$ cat src/rtl/ecc_mont_pkg.sv
// Shared definitions for the Montgomery result collector.
// Latency: n/a (types and constants only).
// Backpressure: n/a.
//
// Contents: collector FSM state encoding and default word geometry
// (32-bit words, 12 words = 384-bit prime field).
package ecc_mont_pkg;

   localparam int RADIX_DEF     = 32;
   localparam int NUM_WORDS_DEF = 12;

   // Collector control states. ST_ZERO is only reachable when the
   // buffer-zeroize build option is enabled.
   typedef enum logic [2:0] {
      ST_IDLE    = 3'd0,
      ST_COLLECT = 3'd1,
      ST_DECIDE  = 3'd2,
      ST_DRAIN   = 3'd3,
      ST_ZERO    = 3'd4
   } coll_state_t;

endpackage

$ cat src/rtl/word_sub_borrow.sv
// One word of a ripple subtract: {o_bout, o_d} = i_a - i_b - i_bin.
// Latency: combinational.
// Backpressure: none (pure function).
//
// Ports: i_a minuend word, i_b subtrahend word, i_bin borrow in,
//        o_d difference word (mod 2^RADIX), o_bout borrow out.
module word_sub_borrow #(
   parameter int RADIX = 32
) (
   input  logic [RADIX-1:0] i_a,
   input  logic [RADIX-1:0] i_b,
   input  logic             i_bin,
   output logic [RADIX-1:0] o_d,
   output logic             o_bout
);

   // One extra bit holds the sign of the result; it is set exactly when
   // a < b + bin, which is the borrow out.
   logic [RADIX:0] w_full;

   assign w_full = {1'b0, i_a} - {1'b0, i_b} - {{RADIX{1'b0}}, i_bin};
   assign o_d    = w_full[RADIX-1:0];
   assign o_bout = w_full[RADIX];

endmodule

$ cat src/rtl/mont_result_collector.sv
// Collects word-serial Montgomery result S and emits S mod p (one conditional subtract of p).
// Latency: first output word valid 2 cycles after the last input word is accepted; 1 word/cycle each side.
// Backpressure: s_ready_o low from end of collect until back in IDLE; output word held while r_ready_i=0.
//
// Ports:
//   clk, reset_n          clock, async active-low reset
//   p_i                   modulus, LSW in bits [RADIX-1:0]; stable while busy_o=1
//   s_valid_i/s_ready_o   input word handshake; s_word_i LSW first,
//   s_last_i, s_carry_i   s_last_i marks word NUM_WORDS-1, s_carry_i sampled with it
//   r_valid_o/r_ready_i   output word handshake; r_word_o LSW first, r_last_o on final word
//   busy_o                operand in progress
//   err_o                 sticky framing error (s_last_i disagreed with word count)
// Build option: MONT_COLLECT_ZEROIZE_EN adds a ZERO state after DRAIN that wipes
// both buffers one word per cycle before accepting the next operand.
module mont_result_collector
   import ecc_mont_pkg::*;
#(
   parameter int RADIX     = RADIX_DEF,
   parameter int NUM_WORDS = NUM_WORDS_DEF
) (
   input  logic                       clk,
   input  logic                       reset_n,
   input  logic [RADIX*NUM_WORDS-1:0] p_i,
   input  logic                       s_valid_i,
   output logic                       s_ready_o,
   input  logic [RADIX-1:0]           s_word_i,
   input  logic                       s_last_i,
   input  logic                       s_carry_i,
   output logic                       r_valid_o,
   input  logic                       r_ready_i,
   output logic [RADIX-1:0]           r_word_o,
   output logic                       r_last_o,
   output logic                       busy_o,
   output logic                       err_o
);

   localparam int               CNT_W    = $clog2(NUM_WORDS);
   localparam logic [CNT_W-1:0] LAST_IDX = CNT_W'(NUM_WORDS - 1);

   coll_state_t      r_state;
   logic [CNT_W-1:0] r_cnt;
   logic [CNT_W-1:0] r_rcnt;
   logic             r_borrow;
   logic             r_carry;
   logic             r_sel_d;
   logic             r_err;
   logic             r_s_ready;
   logic             r_busy;
   logic             r_out_vld;
   logic [RADIX-1:0] r_out_word;
   logic             r_out_last;
   logic [RADIX-1:0] r_sbuf [NUM_WORDS];
   logic [RADIX-1:0] r_dbuf [NUM_WORDS];

   logic [RADIX-1:0] w_p_word [NUM_WORDS];
   logic             w_acc;
   logic             w_cnt_last;
   logic             w_bin;
   logic [RADIX-1:0] w_diff;
   logic             w_bout;
   logic             w_sel;
   logic [RADIX-1:0] w_mask_dec;
   logic [RADIX-1:0] w_mask_drn;
   logic [CNT_W-1:0] w_nxt_idx;

   always_comb begin
      for (int k = 0; k < NUM_WORDS; k++) begin
         w_p_word[k] = p_i[k*RADIX +: RADIX];
      end
   end

   assign w_acc      = s_valid_i & r_s_ready;
   assign w_cnt_last = (r_cnt == LAST_IDX);
   // Borrow chain restarts at word 0 regardless of what the previous operand left.
   assign w_bin      = (r_cnt == '0) ? 1'b0 : r_borrow;
   // S >= p exactly when the top carry is set or S-p did not borrow out.
   assign w_sel      = r_carry | ~r_borrow;
   // Selection is a bit mask, so the drain timing never depends on the data.
   assign w_mask_dec = {RADIX{w_sel}};
   assign w_mask_drn = {RADIX{r_sel_d}};
   assign w_nxt_idx  = r_rcnt + 1'b1;

   word_sub_borrow #(.RADIX(RADIX)) u_sub (
      .i_a    (s_word_i),
      .i_b    (w_p_word[r_cnt]),
      .i_bin  (w_bin),
      .o_d    (w_diff),
      .o_bout (w_bout)
   );

   always_ff @(posedge clk or negedge reset_n) begin
      if (!reset_n) begin
         r_state    <= ST_IDLE;
         r_cnt      <= '0;
         r_rcnt     <= '0;
         r_borrow   <= 1'b0;
         r_carry    <= 1'b0;
         r_sel_d    <= 1'b0;
         r_err      <= 1'b0;
         r_s_ready  <= 1'b1;
         r_busy     <= 1'b0;
         r_out_vld  <= 1'b0;
         r_out_word <= '0;
         r_out_last <= 1'b0;
         for (int k = 0; k < NUM_WORDS; k++) begin
            r_sbuf[k] <= '0;
            r_dbuf[k] <= '0;
         end
      end else begin
         case (r_state)
            ST_IDLE, ST_COLLECT: begin
               if (w_acc) begin
                  r_sbuf[r_cnt] <= s_word_i;
                  r_dbuf[r_cnt] <= w_diff;
                  r_borrow      <= w_bout;
                  r_busy        <= 1'b1;
                  // The word count alone frames the operand; s_last_i is only checked.
                  if (s_last_i != w_cnt_last) begin
                     r_err <= 1'b1;
                  end
                  if (w_cnt_last) begin
                     r_cnt     <= '0;
                     r_carry   <= s_carry_i;
                     r_s_ready <= 1'b0;
                     r_state   <= ST_DECIDE;
                  end else begin
                     r_cnt   <= r_cnt + 1'b1;
                     r_state <= ST_COLLECT;
                  end
               end
            end

            ST_DECIDE: begin
               r_sel_d    <= w_sel;
               r_rcnt     <= '0;
               r_out_vld  <= 1'b1;
               r_out_word <= (r_dbuf[0] & w_mask_dec) | (r_sbuf[0] & ~w_mask_dec);
               r_out_last <= 1'b0;
               r_state    <= ST_DRAIN;
            end

            ST_DRAIN: begin
               if (r_ready_i) begin
                  if (r_out_last) begin
                     r_out_vld  <= 1'b0;
                     r_out_last <= 1'b0;
                     r_out_word <= '0;
                     r_rcnt     <= '0;
`ifdef MONT_COLLECT_ZEROIZE_EN
                     r_state    <= ST_ZERO;
`else
                     r_state    <= ST_IDLE;
                     r_s_ready  <= 1'b1;
                     r_busy     <= 1'b0;
`endif
                  end else begin
                     r_rcnt     <= w_nxt_idx;
                     r_out_word <= (r_dbuf[w_nxt_idx] & w_mask_drn) |
                                   (r_sbuf[w_nxt_idx] & ~w_mask_drn);
                     r_out_last <= (w_nxt_idx == LAST_IDX);
                  end
               end
            end

`ifdef MONT_COLLECT_ZEROIZE_EN
            ST_ZERO: begin
               r_sbuf[r_rcnt] <= '0;
               r_dbuf[r_rcnt] <= '0;
               r_sel_d        <= 1'b0;
               r_borrow       <= 1'b0;
               if (r_rcnt == LAST_IDX) begin
                  r_rcnt    <= '0;
                  r_state   <= ST_IDLE;
                  r_s_ready <= 1'b1;
                  r_busy    <= 1'b0;
               end else begin
                  r_rcnt <= w_nxt_idx;
               end
            end
`endif

            default: begin
               r_state   <= ST_IDLE;
               r_s_ready <= 1'b1;
               r_busy    <= 1'b0;
               r_out_vld <= 1'b0;
            end
         endcase
      end
   end

   assign s_ready_o = r_s_ready;
   assign r_valid_o = r_out_vld;
   assign r_word_o  = r_out_word;
   assign r_last_o  = r_out_last;
   assign busy_o    = r_busy;
   assign err_o     = r_err;

endmodule

$ cat config.mk
export PLATFORM = sky130hd
export DESIGN_NAME = mont_result_collector
export DESIGN_NICKNAME = d
export VERILOG_FILES = /design/src/rtl/ecc_mont_pkg.sv /design/src/rtl/word_sub_borrow.sv /design/src/rtl/mont_result_collector.sv
export SDC_FILE = /design/constraint.sdc
export NUM_CORES = 2
export LEC_CHECK = 0
export ABC_AREA = 1
export BUFFER_PORTS_ARGS = -buffer_cell sky130_fd_sc_hd__clkbuf_2
export CAP_MARGIN = 20
export CORE_UTILIZATION = 30
export DETAILED_ROUTE_END_ITERATION = 7
export SLEW_MARGIN = 15
export SYNTH_ARGS = -nofsm -noshare
export SYNTH_HDL_FRONTEND = slang
export SYNTH_SLANG_ARGS = --single-unit
$ cat constraint.sdc
create_clock -name clk -period 5.7 [get_ports clk]
set_clock_uncertainty 0.15 [all_clocks]
set_input_delay 0.855 -clock clk [delete_from_list [all_inputs] [get_ports clk]]
set_output_delay 0.855 -clock clk [all_outputs]
set_load 0.01 [all_outputs]
======== Word level (Yosys, flattened, before mapping) ========
Cells that the tools add are included.
W data, S select, Z words.
operators by class
  add/sub/neg operators ................... 4
  magnitude comparators ................... 3
  equal/unequal tests ..................... 10
  multiplexer cells ....................... 39
  bitwise gates (word level) .............. 15
  reductions and logical operators ........ 13
operators with widths
  operator               number
  $bwmux W384            2
  $bmux W32 S4           3
  $mux W32               9
  $and A32 B32 Y32       4
  $demux W32 S4          1
  $not A32 Y32           2
  $or A32 B32 Y32        2
  $pmux W32 S2           1
  $sub A32 B32 Y33       1
  $sub A33 B1 Y33        1
  $mux W4                3
  $reduce_and A3 Y1      4
  $ge A5 B5 Y1 const B   2
  $mux W1                10
  $not A4 Y5             2
  $mux W3                3
  $pmux W1 S3            3
  $pmux W3 S3            1
  $add A4 B1 Y4 const B  2
  $eq A4 B4 Y1 const B   2
  $ne A2 B2 Y1 const B   4
  $pmux W4 S2            1
  $eq A3 B2 Y1 const B   2
  $lt A5 B1 Y1 const B   1
  other kinds (15)       18
storage, ports and cells
  flip-flop bits (word level) ............. 819
  bits of input ports ..................... 422
  output and inout port bits .............. 37
  logic and storage cells ................. 120

======== Depth between registers and ports, before layout ========
  word-level depth ........................ 10
  depth in mapped cells ................... 27
  depth with buffers taken out ............ 24

======== Cells and area by module ========
A second synthesis with hierarchy kept.
unflattened totals
  cells, all modules ...................... 6459
  area, all modules ....................... 45145.8 µm²
by module, submodules not included
  module                 instances  cells an instance  area each (µm²)  sequential area each (µm²)
  mont_result_collector  1          5814               41827.6          20470.9
  word_sub_borrow        1          645                3318.2           0.0

======== Least setup slack after synthesis ========
OpenSTA, ideal clock, no wires.
  path type ............................... register to register
  start ................................... register r_cnt[0]
  end ..................................... register r_dbuf[190] in the netlist's numbering
  library setup time ...................... 0.066 ns
  arrival ................................. 4.038 ns
  required time ........................... 5.484 ns
  path slack .............................. 1.447 ns
  cell stages (with the launch flop) ...... 27
  buffers on the path ..................... 3
  clock period less this slack ............ 4.253 ns
  path through ............................ dfrtp_1 -> inv_1 -> clkbuf_1 -> buf_1 -> ha_1 -> inv_1 -> nor2_1 -> nor2_1 -> fa_1 -> inv_1 -> ha_1 -> inv_1 -> nand2_1 -> inv_1 -> fa_1 -> nand2_1 -> nand2_1 -> nand2_1 -> nand2_1 -> nand2_1 -> nand2_1 -> nand2_1 -> nand2_1 -> nand3_1 -> clkbuf_1 -> nand3_1 -> nand2_1
on the way
  word-level cells in the longest chain between the ends .. 7
  elaborated cells between the ends (all ways) .. 14
  those cells by class .................... add/sub (2); order compare (2); mux (7); bitwise (1); reduce/logical (2)
ends and longest elaborated chain
  what                                         line                                                       source
  start, declared                              mont_result_collector.sv:41                                logic [CNT_W-1:0] r_cnt;
  start signal, assigned                       mont_result_collector.sv:127                               r_cnt <= r_cnt + 1'b1;
  $not A4 Y5 (implied by the code)             mont_result_collector.sv:85, mont_result_collector.sv:114
  $bmux W32 S4                                 mont_result_collector.sv:85                                .i_b (w_p_word[r_cnt]),
  $mux W32 (implied by the code) (2 in a row)  mont_result_collector.sv:85
  $sub A32 B32 Y33                             word_sub_borrow.sv:21                                      assign w_full = {1'b0, i_a} - {1'b0, i_b} - {{RADIX{1'b0}}, i_bin};
  $sub A33 B1 Y33                              word_sub_borrow.sv:21
  $bwmux W384 *                                mont_result_collector.sv:114                               r_dbuf[r_cnt] <= w_diff;
  end signal, assigned by index                mont_result_collector.sv:114
  end, declared                                mont_result_collector.sv:53                                logic [RADIX-1:0] r_dbuf [NUM_WORDS];
Mark *: on every way between the ends. The rest lies on a longest branch, timed or not. The select of a mux whose other input is x is not followed.
A chain may end at the register's enable or synchronous reset.

======== Final worst setup path ========
  start ................................... register r_cnt[0]
  end ..................................... register r_dbuf[337] in the netlist's numbering
Same word-level chain as after synthesis.

==> summary.txt <==
Placed design
  • RePlAce Congestion: 0.970
  • Dpl cells: 8,322
  • Pre-CTS setup slack: 0.911 ns
  • IO Port Bufs: 458
  • Hpwl dp: 133,000 microns

CTS
  • CTS Buf Count: 89
  • Clock latency on the worst-skew pair: 0.67 ns
  • H-tree levels: 3
  • Worst-path clk slew: 0.06 ns
  • CTS Sinks: 818
  • Post-CTS setup buffers: 0
  • Clock root buffer: clkbuf_16
  • CTS tree: yes
  • Max clock buf depth: 3
  • Cts repair resizes: 0
  • CTS Hold Bufs: 0

Timing
  • Highest clock rate: 200 MHz
  • Setup ws final: 0.708 ns
  • Max_slew headroom: 18.7%
  • Min Tclk post-route: 4.99 ns
  • Tcrit/Tclk final: 87.6%
  • Slew Viols, Final: 0
  • Final setup vio count: 0
  • Final setup TNS: 0 ns
  • RSZ-0062 raised after global routing: no
  • Hold Violations, Final: 0
  • Least-Margin Pin Slew: 1.22 ns

Drt
  • DRC errors left: 0
  • Wire per inst: 23.2 microns
  • Iter 0 DRT Violations: 5,191
  • Vias per cell: 5.24
  • Vias: 44,487
  • First-pass detailed-route iteration total: 6
  • Post-DRT Antenna Nets: 0
  • Post-Route WL: 197,000 microns

Synth
  • Most area-hungry cell type in the Yosys netlist: dfrtp_1
  • Post-Syn Instances: 6,282
  • Main area contributors after synthesis: dfrtp_1 (46%), nand2_1 (16%), o21ai_0 (10%), nand3_1 (7.0%), nor2_1 (5.2%)
  • Synthesized area: 44,700 sq um
  • Post-synthesis register bit count: 818
  • Post-synthesis sequential area ratio: 45.8%
  • Syn_nets: 6,774
  • Synth top area share: 45.8%
  • Post-Syn Area per Cell: 7.11 sq um
  • Yosys warns: 0
  • Synth cell types: 33

Layout
  • Area Overhead vs Synth: 15.5%
  • Final non-filler cell total: 8,496
  • Layout cells sized above 1: 11.5%
  • Final nets: 6,976
  • Leading cell type in the layout, fill and taps excluded: nand2_1
  • Final Util: 34.9%
  • Commonest non-fill, non-tap cells in the layout: nand2_1 (1,887), o21ai_0 (914), dfrtp_1 (814)

GRT
  • Largest net degree at the start of global routing: 174
  • Total gr overflow: 0
  • GR Util met3: 5.20%
  • Vias in the first global route: 42,359
  • GR Util met2: 40.5%
  • Antenna violations before repair: 20
  • First-pass GRT wire length: 287,000 microns
  • Most Used Layer, Global Route: met2
  • Met1 GRT Util: 32.0%
  • Total track usage: 25.6%

Worst setup path
  • Setup Crit Path Kind: flip-flop to flip-flop
  • Crit path largest cell delay: 0.82 ns
  • Critical path fanouts, max: 66
  • Critical Path RT: 6.04 ns
  • Max stage delay cell, worst path: o21ai_0
  • CP endpoint kind: flip-flop
  • CP dominant cell by count: nand2_1
  • CP cell instances: buf_4 > o21ai_0 > o22ai_1 > nand2_1 > nand3_1 > ha_1 > inv_1 > ha_1 > nand2_1 > nand2_1 > inv_1 > o21ai_0 > nand2_1 > nand2_1 > nand2_1 > nand4_1 > nand3_1 > o21ai_0
  • Worst EP arrival: 5.33 ns
  • Crit path launch type: flip-flop

Die
  • Ports: 459
  • Starting Density: 30.2%
  • Die area: 150,000 sq um
  • DIE HEIGHT: 388 microns
  • Die Width: 388 microns
  • Core area: 148,000 sq um
  • Site Rows: 141

Power
  • Pwr dens: 241 nW/um^2
  • Leakage: 25.1 nW
  • Peak VDD IR: 0.220 mV

Run
  • Max_cap viols: 0

Outcome
  • Outcome: finished, final reports clean

Min path
  • Worst Hold Class: input port to asynchronous set/reset pin
-- cell type report --
class / count / area (sq um)
Fill cell: 15889 / 96100
Multi-Input combinational cell: 4517 / 20600
Sequential cell: 818 / 20500
Timing Repair Buffer: 569 / 3350
Clock buffer: 136 / 2660
Tap cell: 1930 / 2410
Inverter: 489 / 1860
Clock inverter: 26 / 249
Antenna cell: 11 / 27.5
-- per-layer routing --
| layer | vias to the layer above | share of wire (%) |
|---|---|---|
| li1 | 20651 | - |
| met1 | 21305 | 39 |
| met2 | 2076 | 45 |
| met3 | 445 | 8.6 |
| met4 | 10 | 7.0 |
| met5 | - | 0.029 |
-- synth_stat cells (all sizes together) --
cell / number
dfrtp: 817
fa: 2
clkbuf: 311
xor2: 1
a21o: 1
nor2: 622
a211oi: 1
and3: 2
nor3: 14
o21ai: 957
o211ai: 69
nand3b: 2
xnor2: 16
o22ai: 97
ha: 68
clkinv: 1
a21oi: 144
nand4: 6
inv: 488
nand2: 1889
buf: 147
nand3: 624
and2: 1
dfstp: 1
o21bai: 1
-- metrics by stage --
stage / cell area [sq um] / hold WS (ns) / power, mW
global placement: 48600 / 0.300 / 6.71
global route: 51600 / 0.0860 / 12.8
detailed placement: 48600 / 0.303 / 6.71
floorplan: 44700 / 0.287 / 6.17
CTS: 51500 / 0.0781 / 12.5
finish: 51600 / 0.0388 / 12.4
-- where the power goes --
part           internal, mW  switching [mW]  total, mW
Combinational         0.216           0.582      0.798
Sequential             5.81               0       5.81
Clock                  3.32            2.49       5.80
Total                  9.34            3.07       12.4
-- worst paths after layout --
check	slack, ns	endpoint	from	depth (start not counted)
max	0.71	r_dbuf[337]$_DFFE_PN0P_	r_cnt[0]$_DFFE_PN0P_	18
min	0.04	r_sbuf[170]$_DFFE_PN0P_	reset_n	1
max reg2reg	0.71	r_dbuf[337]$_DFFE_PN0P_	r_cnt[0]$_DFFE_PN0P_	18
min reg2reg	0.32	r_dbuf[130]$_DFFE_PN0P_	r_dbuf[130]$_DFFE_PN0P_	2
max in group asynchronous	4.01	r_dbuf[249]$_DFFE_PN0P_	reset_n	2
min in group clk	0.29	err_o$_DFFE_PN0P_	s_last_i	2
-- registers in the layout, summed over array words and instances (netlist names), 2 cells and up --
| register | count |
|---|---|
| r_state | 2 |
| r_word_o | 32 |
| r_sbuf | 384 |
| r_cnt | 4 |
| r_dbuf | 384 |
| r_rcnt | 4 |
-- critical path, delay by kind of cell (launching register included) --
family	cells	cell delay (ns)
fa+ha+maj	2	0.64
flops	1	0.66
buf+inv	3	0.52
compound gates	4	1.19
simple gates	9	1.59
-- cell families (layout without fill, tap and decap cells) --
family                     after synthesis  count (layout)  synth area share (%)
AOI/OAI and AO/OA                     1270            1270                  14.9
xor gates and xnor gates                17              17                 0.333
adders and majority gates               70              70                  2.00
buffers and inverters                  947            1220                  8.30
DFF                                    818             818                  45.8
other                                    0              11                     0
and+or+nand+nor                       3160            3160                  28.6
No activity file was read; power rests on OpenSTA's default activity.
